<file path="src/rtl/gate_sweep_ctrl.sv">
// rtl/gate_sweep_ctrl.sv - self-test sequencer sweeping AND/OR/NOT gates through their truth table
module gate_sweep_ctrl #(
  parameter int SETTLE_CYCLES = 2
) (
  input  logic       clk,
  input  logic       rst,
  input  logic       start,
  input  logic [2:0] op_mask,
  input  logic       y_and,
  input  logic       y_or,
  input  logic       y_not,
  output logic       a,
  output logic       b,
  output logic       busy,
  output logic       done,
  output logic       pass,
  output logic [3:0] err_count,
  output logic [2:0] fail_vec
);

  typedef enum logic [1:0] {S_IDLE, S_SETTLE, S_SAMPLE, S_DONE} state_t;

  state_t     r_state;
  state_t     w_next;
  logic [1:0] r_vec;
  logic [3:0] r_cnt;
  logic [2:0] r_mask;
  logic       r_a;
  logic       r_b;
  logic       r_pass;
  logic [3:0] r_err;
  logic [2:0] r_fail;

  logic       w_accept;
  logic       w_settled;
  logic       w_last;
  logic [2:0] w_golden;
  logic [2:0] w_miss;
  logic [1:0] w_nmiss;
  logic [4:0] w_err_sum;
  logic [3:0] w_err_next;
  logic [1:0] w_vec_inc;

  // Golden values are taken from the operands currently driven, bit order matches op_mask
  assign w_golden   = {~r_a, r_a | r_b, r_a & r_b};
  assign w_miss     = ({y_not, y_or, y_and} ^ w_golden) & r_mask;
  assign w_nmiss    = {1'b0, w_miss[0]} + {1'b0, w_miss[1]} + {1'b0, w_miss[2]};
  assign w_err_sum  = {1'b0, r_err} + {3'b000, w_nmiss};
  assign w_err_next = w_err_sum[4] ? 4'hF : w_err_sum[3:0];
  assign w_vec_inc  = r_vec + 2'd1;
  assign w_settled  = (r_cnt == 4'(SETTLE_CYCLES - 1));
  assign w_last     = (r_vec == 2'd3);

  always_ff @(posedge clk or posedge rst) begin
    if (rst) begin
      r_state <= S_IDLE;
    end else begin
      r_state <= w_next;
    end
  end

  always_comb begin
    w_next   = r_state;
    w_accept = 1'b0;
    busy     = 1'b1;
    done     = 1'b0;
    case (r_state)
      S_IDLE: begin
        busy     = 1'b0;
        w_accept = start;
        if (start) w_next = S_SETTLE;
      end
      S_SETTLE: begin
        if (w_settled) w_next = S_SAMPLE;
      end
      S_SAMPLE: begin
        w_next = w_last ? S_DONE : S_SETTLE;
      end
      S_DONE: begin
        done   = 1'b1;
        w_next = S_IDLE;
      end
      default: w_next = S_IDLE;
    endcase
  end

  always_ff @(posedge clk or posedge rst) begin
    if (rst) begin
      r_vec  <= 2'd0;
      r_cnt  <= 4'd0;
      r_mask <= 3'd0;
      r_a    <= 1'b0;
      r_b    <= 1'b0;
      r_pass <= 1'b0;
      r_err  <= 4'd0;
      r_fail <= 3'd0;
    end else begin
      case (r_state)
        S_IDLE: begin
          if (w_accept) begin
            r_mask <= op_mask;
            r_err  <= 4'd0;
            r_fail <= 3'd0;
            r_pass <= 1'b0;
            r_vec  <= 2'd0;
            r_a    <= 1'b0;
            r_b    <= 1'b0;
            r_cnt  <= 4'd0;
          end
        end
        S_SETTLE: begin
          if (!w_settled) r_cnt <= r_cnt + 4'd1;
        end
        S_SAMPLE: begin
          r_fail <= r_fail | w_miss;
          r_err  <= w_err_next;
          if (w_last) begin
            r_pass <= (w_err_next == 4'd0);
          end else begin
            r_vec  <= w_vec_inc;
            r_a    <= w_vec_inc[1];
            r_b    <= w_vec_inc[0];
            r_cnt  <= 4'd0;
          end
        end
        default: ;
      endcase
    end
  end

  assign a         = r_a;
  assign b         = r_b;
  assign pass      = r_pass;
  assign err_count = r_err;
  assign fail_vec  = r_fail;

endmodule

</file>
<file path="config.mk">
export PLATFORM = sky130hd
export DESIGN_NAME = gate_sweep_ctrl
export DESIGN_NICKNAME = d
export VERILOG_FILES = /design/src/rtl/gate_sweep_ctrl.sv
export SDC_FILE = /design/constraint.sdc
export NUM_CORES = 1
export LEC_CHECK = 0
export BUFFER_PORTS_ARGS = -buffer_cell sky130_fd_sc_hd__buf_4
export CAP_MARGIN = 0
export CORE_ASPECT_RATIO = 1.75
export CORE_MARGIN = 2
export CORE_UTILIZATION = 40
export CTS_BUF_LIST = sky130_fd_sc_hd__clkbuf_16
export DETAILED_ROUTE_END_ITERATION = 16
export PLACE_DENSITY = 0.64
export SETUP_SLACK_MARGIN = 0.4
export SYNTH_ARGS = -nofsm -noshare
export SYNTH_HDL_FRONTEND = slang
export SYNTH_SLANG_ARGS = --single-unit
export TNS_END_PERCENT = 100
</file>
<file path="constraint.sdc">
create_clock -name clk -period 8.1 [get_ports clk]
set_clock_uncertainty 0.05 [all_clocks]
set_input_delay 0.81 -clock clk [delete_from_list [all_inputs] [get_ports clk]]
set_output_delay 0.81 -clock clk [all_outputs]
set_load 0.01 [all_outputs]
</file>
## After elaboration in Yosys (flattened, before gate mapping)

Index checks and enable logic that the tools add are counted.

- Add/subtract/negate cells: 5
- Equal/unequal tests: 11
- Multiplexer cells: 25
- Bitwise operators: 6
- Reductions and logical operators: 10

Operator list:

| cell | number |
|---|---|
| two-way mux 4 bit | 4 |
| inequality test 2 bit (second input constant) | 6 |
| one-hot mux 4 bit (3 select lines) | 1 |
| two-way mux 2 bit | 5 |
| one-hot mux 2 bit (4 select lines) | 1 |
| one-hot mux 4 bit (2 select lines) | 1 |
| two-way mux 1 bit | 7 |
| == test 2 bit (second input constant) | 3 |
| one-hot mux 1 bit (2 select lines) | 3 |
| one-hot mux 3 bit (2 select lines) | 1 |
| AND reduction 2 bit | 3 |
| AND reduction 3 bit | 2 |
| adder 4 x 2 -> 5 bit | 1 |
| adder 4 x 1 -> 4 bit (second input constant) | 1 |
| == test 4 x 1 -> 1 bit (second input constant) | 1 |
| logical NOT 4 bit | 1 |
| one-hot mux 2 bit (2 select lines) | 1 |
| AND reduction 4 bit | 1 |
| AND 3 bit | 1 |
| two-way mux 3 bit | 1 |
| bitwise OR 3 bit | 1 |
| nonzero test 3 bit | 1 |
| bitwise XOR 3 bit | 1 |
| adder 1 x 1 -> 2 bit | 1 |
| 8 further kinds | 8 |

- Bits in registers: 21
- Input bits: 9
- Output and inout port bits: 12

## Logic depth before layout (Yosys ltp)

- Depth after elaboration: 10
- Mapped depth: 10
- Gate-level depth less buffers: 10

## Worst setup path before layout

No wires, ideal clock.

- Path kind: in2reg
- Start point: input port y_and
- End point: register r_pass, in the netlist pass
- Library setup time: 0.082 ns
- Data arrival time: 2.976 ns
- Data required time: 7.968 ns
- Slack: 4.992 ns
- Cell stages on the path: 9
- Cells stage by stage: xor2_1 > nand2_1 > fa_1 > inv_1 > ha_1 > fa_1 > or3_1 > or3_1 > o22ai_1

- Word-level cells in the longest chain between the ends: 9

RTL lines:

| item | RTL line | RTL |
|---|---|---|
| from (decl) | 9 | `input logic y_and,` |
| bitwise XOR 3 bit | 46 | `assign w_miss = ({y_not, y_or, y_and} ^ w_golden) & r_mask;` |
| AND 3 bit | 46 |  |
| adder 1 x 1 -> 2 bit | 47 | `assign w_nmiss = {1'b0, w_miss[0]} + {1'b0, w_miss[1]} + {1'b0, w_miss[2]};` |
| adder 2 x 1 -> 2 bit | 47 |  |
| adder 4 x 2 -> 5 bit | 48 | `assign w_err_sum = {1'b0, r_err} + {3'b000, w_nmiss};` |
| two-way mux 4 bit | 49 | `assign w_err_next = w_err_sum[4] ? 4'hF : w_err_sum[3:0];` |
| logical NOT 4 bit | 118 | `r_pass <= (w_err_next == 4'd0);` |
| two-way mux 1 bit | 117 | `if (w_last) begin` |
| one-hot mux 1 bit (2 select lines) | 98 | `case (r_state)` |
| to (signal assigned) | 118 |  |
| to (decl) | 30 | `logic r_pass;` |

No other way between the ends. The select of a mux whose other input is x is not followed.
A chain may end at the register's enable or synchronous reset.

## Final worst setup path

- Start point: register r_vec[1]
- End point: register r_pass, in the netlist pass

- Word-level cells in the longest chain between the ends: 3

RTL lines:

| item | RTL line | RTL |
|---|---|---|
| from (decl) | 25 | `logic [1:0] r_vec;` |
| from (signal assigned) | 120 | `r_vec <= w_vec_inc;` |
| == test 2 bit | 52 | `assign w_last = (r_vec == 2'd3);` |
| inequality test 2 bit (no line) | n/a |  |
| AND reduction 3 bit (no line) | n/a |  |

No other way between the ends.

==> impl.org <==
** Worst setup path
- STA classifies the critical path startpoint as a flop.
- STA classifies the critical path endpoint as a flop.
- Setup slack on the worst reg-to-reg path comes out at 4990 ps.
- Critical setup path kind :: flop to flop
- At the worst endpoint, the required time is 8220 ps.
- In this run the worst path has a maximum fanout of 6.
- FF-to-FF path depth :: 10
- Critical path arrival :: 3240 ps

** Synthesis
- Fraction of synthesized cell area taken by the top area cell type :: 42.8%
- Counting flops with an async set or reset pin after synthesis yields a share of 100%.
- sky130_fd_sc_hd__dfrtp_1 takes more of the synthesized area than any other cell.
- Nets in the synthesized netlist :: between 100 and 150
- During synthesis, Yosys emitted a total of 0 warnings.
- Post-Syn Area :: ~1100 sq um
- For this run, the register share of the synthesized area comes to 42.8%.
- For this run, the leading register cell type out of synthesis is sky130_fd_sc_hd__dfrtp_1.
- Number of flops mapped to enable cells by yosys :: 0
- After synthesis, the netlist uses 37 different library cells.
- Sorting the synthesized cells by area gives the leading types as sky130_fd_sc_hd__dfrtp_1 43%, sky130_fd_sc_hd__ha_1 7.9%, sky130_fd_sc_hd__nand2_1 5.7%, sky130_fd_sc_hd__fa_1 3.6%, sky130_fd_sc_hd__a21oi_1 3.2%.
- Synth Area per Inst :: between 9 and 10 sq um
- The synthesized design contains 19 register bits.
- Number of instances in the synthesized netlist :: ~110

** Placed design
- Half-perimeter wire length after placement :: 1710 microns
- At the end of routability-driven placement, the weighted congestion stood at 0.758.
- Count of port buffers added during placement :: 20

** Die
- Die extent in y :: 73.7 microns
- Die width :: roughly 44 microns
- Core Region :: 2660 sq um
- The die covers 3230 sq um.
- Top-level port count :: 21
- The initial utilization of the core area, before any placement, comes to 41.7%.
- Number of placement rows :: 25

** Timing
- The total count of hold-check failures in the final report is 0.
- Number of endpoints failing setup at the final stage :: 0
- Post-route fraction of the period consumed by the critical path :: about two fifths
- Summed over all failing endpoints, the final setup total negative slack is 0 ps.
- The smallest clock period supported by the final layout is computed as 3110 ps.
- Slew margin rel. :: between 50 and 60%
- The number of slew-limit violations in the final report is 0.
- Max frequency :: around 0.32 GHz
- Worst hold-check slack :: 413 ps
- Setup repair after global routing left no endpoint under its margin.
- For the pin with the worst max-slew slack, the measured transition is 718 ps.

** Detailed routing
- Wirelength per Cell :: 14.1 microns
- DRT iter0 DRCs :: 26
- Total via count after detailed routing :: 886
- The first TritonRoute pass finished after 4 iterations.
- Number of vias per cell after detailed routing :: ~5.5
- In the routed design, unresolved DRC markers number 0.
- Remaining antenna violation count :: 0
- Sum of routed wire length over all layers :: 2270 microns

** Global route
- Pin count of the biggest net entering global routing :: 20
- Global route overflow :: 0
- Overall fraction of global-route tracks in use :: 16.5%
- Initial antenna violation count :: 0
- The via count of the first global-routing pass came to 876.
- The first global-routing pass estimated 3970 microns of wire.

** Clock tree
- The number of hold buffers added after CTS was 0.
- TritonCTS built the clock tree.
- The clock net in this run drives a total of 19 sinks.
- Cts bufs inserted :: 3
- The number of setup buffers added after CTS is 0.
- For the worst-skew pair, the clock arrives at the later sink with an insertion delay of approximately 250 ps.
- The clock passes through at most 2 buffers.
- Clock Tree Root :: sky130_fd_sc_hd__clkbuf_16
- After clock tree synthesis, the clock-pin slew on the worst setup and hold paths is about 50 ps.
- Number of instances resized during post-cts repair :: 0
- In this run the number of H-tree levels came out at 1.

** Layout
- Share of layout cells above drive strength 1 :: 21.6%
- Leaving out fill and tap cells, the most frequent cell in the layout is sky130_fd_sc_hd__buf_4.
- The filler cells instantiated in the layout total 240.
- # nets final :: roughly 150
- Registers take 475 sq um.
- Commonest non-fill, non-tap cells in the layout :: 20 x sky130_fd_sc_hd__buf_4, 19 x sky130_fd_sc_hd__dfrtp_1, 17 x sky130_fd_sc_hd__nand2_1
- From synthesis to final layout, the design area changed by 22.2%.
- Ant. Diodes :: 0
- Area occupied by multi-input gates :: roughly 580 sq um

** Power
- In this run the power spent charging and discharging nets is 0.000180 W.
- Combinational logic is responsible for between 40% and 50% of the overall power.
- In this run the static leakage power is between 0.6 and 0.7 nW.
- The internal power of the cells totals 0.000304 W.
- Maximum VDD drop :: approximately 0.00018 V
- Pwr per Cell Area :: 357 nW/um^2
- Sw frac :: between 30% and 40%
- Portion of total power attributed to the clock network :: 20.9%
- Sequential cells burn 35.4% of the power.

** Worst hold path
- Hold Path Depth :: 2
- Kind of path behind the tightest hold check :: flop to flop

** Run status
- Run status :: finished clean

** Run
- Across the run, the number of max-cap violations was 0.
## cell usage after synthesis, types with 2 or more instances
cell type / count
sky130_fd_sc_hd__or3_1: 3
sky130_fd_sc_hd__o22ai_1: 2
sky130_fd_sc_hd__o21bai_1: 2
sky130_fd_sc_hd__o21ai_0: 5
sky130_fd_sc_hd__fa_1: 2
sky130_fd_sc_hd__a21oi_1: 7
sky130_fd_sc_hd__a31o_2: 2
sky130_fd_sc_hd__inv_1: 9
sky130_fd_sc_hd__ha_1: 7
sky130_fd_sc_hd__nand2b_1: 2
sky130_fd_sc_hd__nor2_1: 2
sky130_fd_sc_hd__nor4bb_1: 2
sky130_fd_sc_hd__and2_1: 3
sky130_fd_sc_hd__a2bb2oi_1: 2
sky130_fd_sc_hd__a22o_1: 2
sky130_fd_sc_hd__or2b_1: 2
sky130_fd_sc_hd__or3b_1: 2
sky130_fd_sc_hd__nand2_1: 17
sky130_fd_sc_hd__xnor2_1: 2
sky130_fd_sc_hd__buf_2: 2
sky130_fd_sc_hd__nand3_1: 2
sky130_fd_sc_hd__dfrtp_1: 19
## power groups by stage
| stage | Sequential, W | Clock (W) | Combinational, W |
|---|---|---|---|
| floorplan | 0.000162 | 0 | 0.000156 |
| global placement | 0.000170 | 0 | 0.000207 |
| detailed placement | 0.000172 | 0 | 0.000211 |
| CTS | 0.000171 | 0.000103 | 0.000214 |
| global route | 0.000179 | 0.000108 | 0.000242 |
| finish | 0.000171 | 0.000101 | 0.000211 |
## registers in the layout, indices dropped and copies added (netlist names)
name,cells
fail_vec,3
r_vec,2
r_state,2
r_mask,3
r_cnt,4
pass,1
err_count,4
## routing by layer
layer  global-route usage, %  share of wire (%)
met2                    28.8                 54
met5                       0                  0
met3                    2.21                2.2
met1                    18.8                 41
met4                    9.09                2.2
## kinds of logic after synthesis
group	share of synthesized area (%)
xor gates and xnor gates	2.37
buffers and inverters	4.62
DFF	42.8
AOI/OAI and AO/OA	14.9
muxes	1.01
adders and majority gates	11.5
and+or+nand+nor	22.8
## worst paths after layout
check / from / end
max in group asynchronous: rst / fail_vec[0]
max: r_vec[1] / pass
min: r_mask[1] / r_mask[1]
max reg2reg: r_vec[1] / pass
min reg2reg: r_mask[1] / r_mask[1]
min in group asynchronous: rst / r_vec[1]
## final cells by class
cell class                 count  area share (%)
multi-input combinational     82            43.0
sequential                    19            35.1
timing repair buffer          20            11.1
clock buffer                   3            5.54
inverter                       9            2.49
tap                           27            2.49
clock inverter                 1           0.369
## worst max-delay path, stage by stage (launching register included)
cell                      delay, ps
sky130_fd_sc_hd__dfrtp_1        440
sky130_fd_sc_hd__ha_1           240
sky130_fd_sc_hd__xor2_1         140
sky130_fd_sc_hd__nand2_1        100
sky130_fd_sc_hd__fa_1           510
sky130_fd_sc_hd__inv_1           40
sky130_fd_sc_hd__ha_1           210
sky130_fd_sc_hd__fa_1           450
sky130_fd_sc_hd__or3_1          360
sky130_fd_sc_hd__or3_1          330
sky130_fd_sc_hd__o22ai_1        160
## per-stage QoR
step,power (W),setup WS [ps],std cells,cell area (sq um),util [%]
6_report,0.000484,4990,161,1360,51.0
5_1_grt,0.000529,4870,161,1360,51.0
4_1_cts,0.000488,4980,161,1360,51.0
3_5_place_dp,0.000384,4770,157,1280,48.0
3_3_place_gp,0.000377,4810,157,1280,48.0
2_1_floorplan,0.000318,4990,113,1110,-
Power figures use the tool's default switching activity.
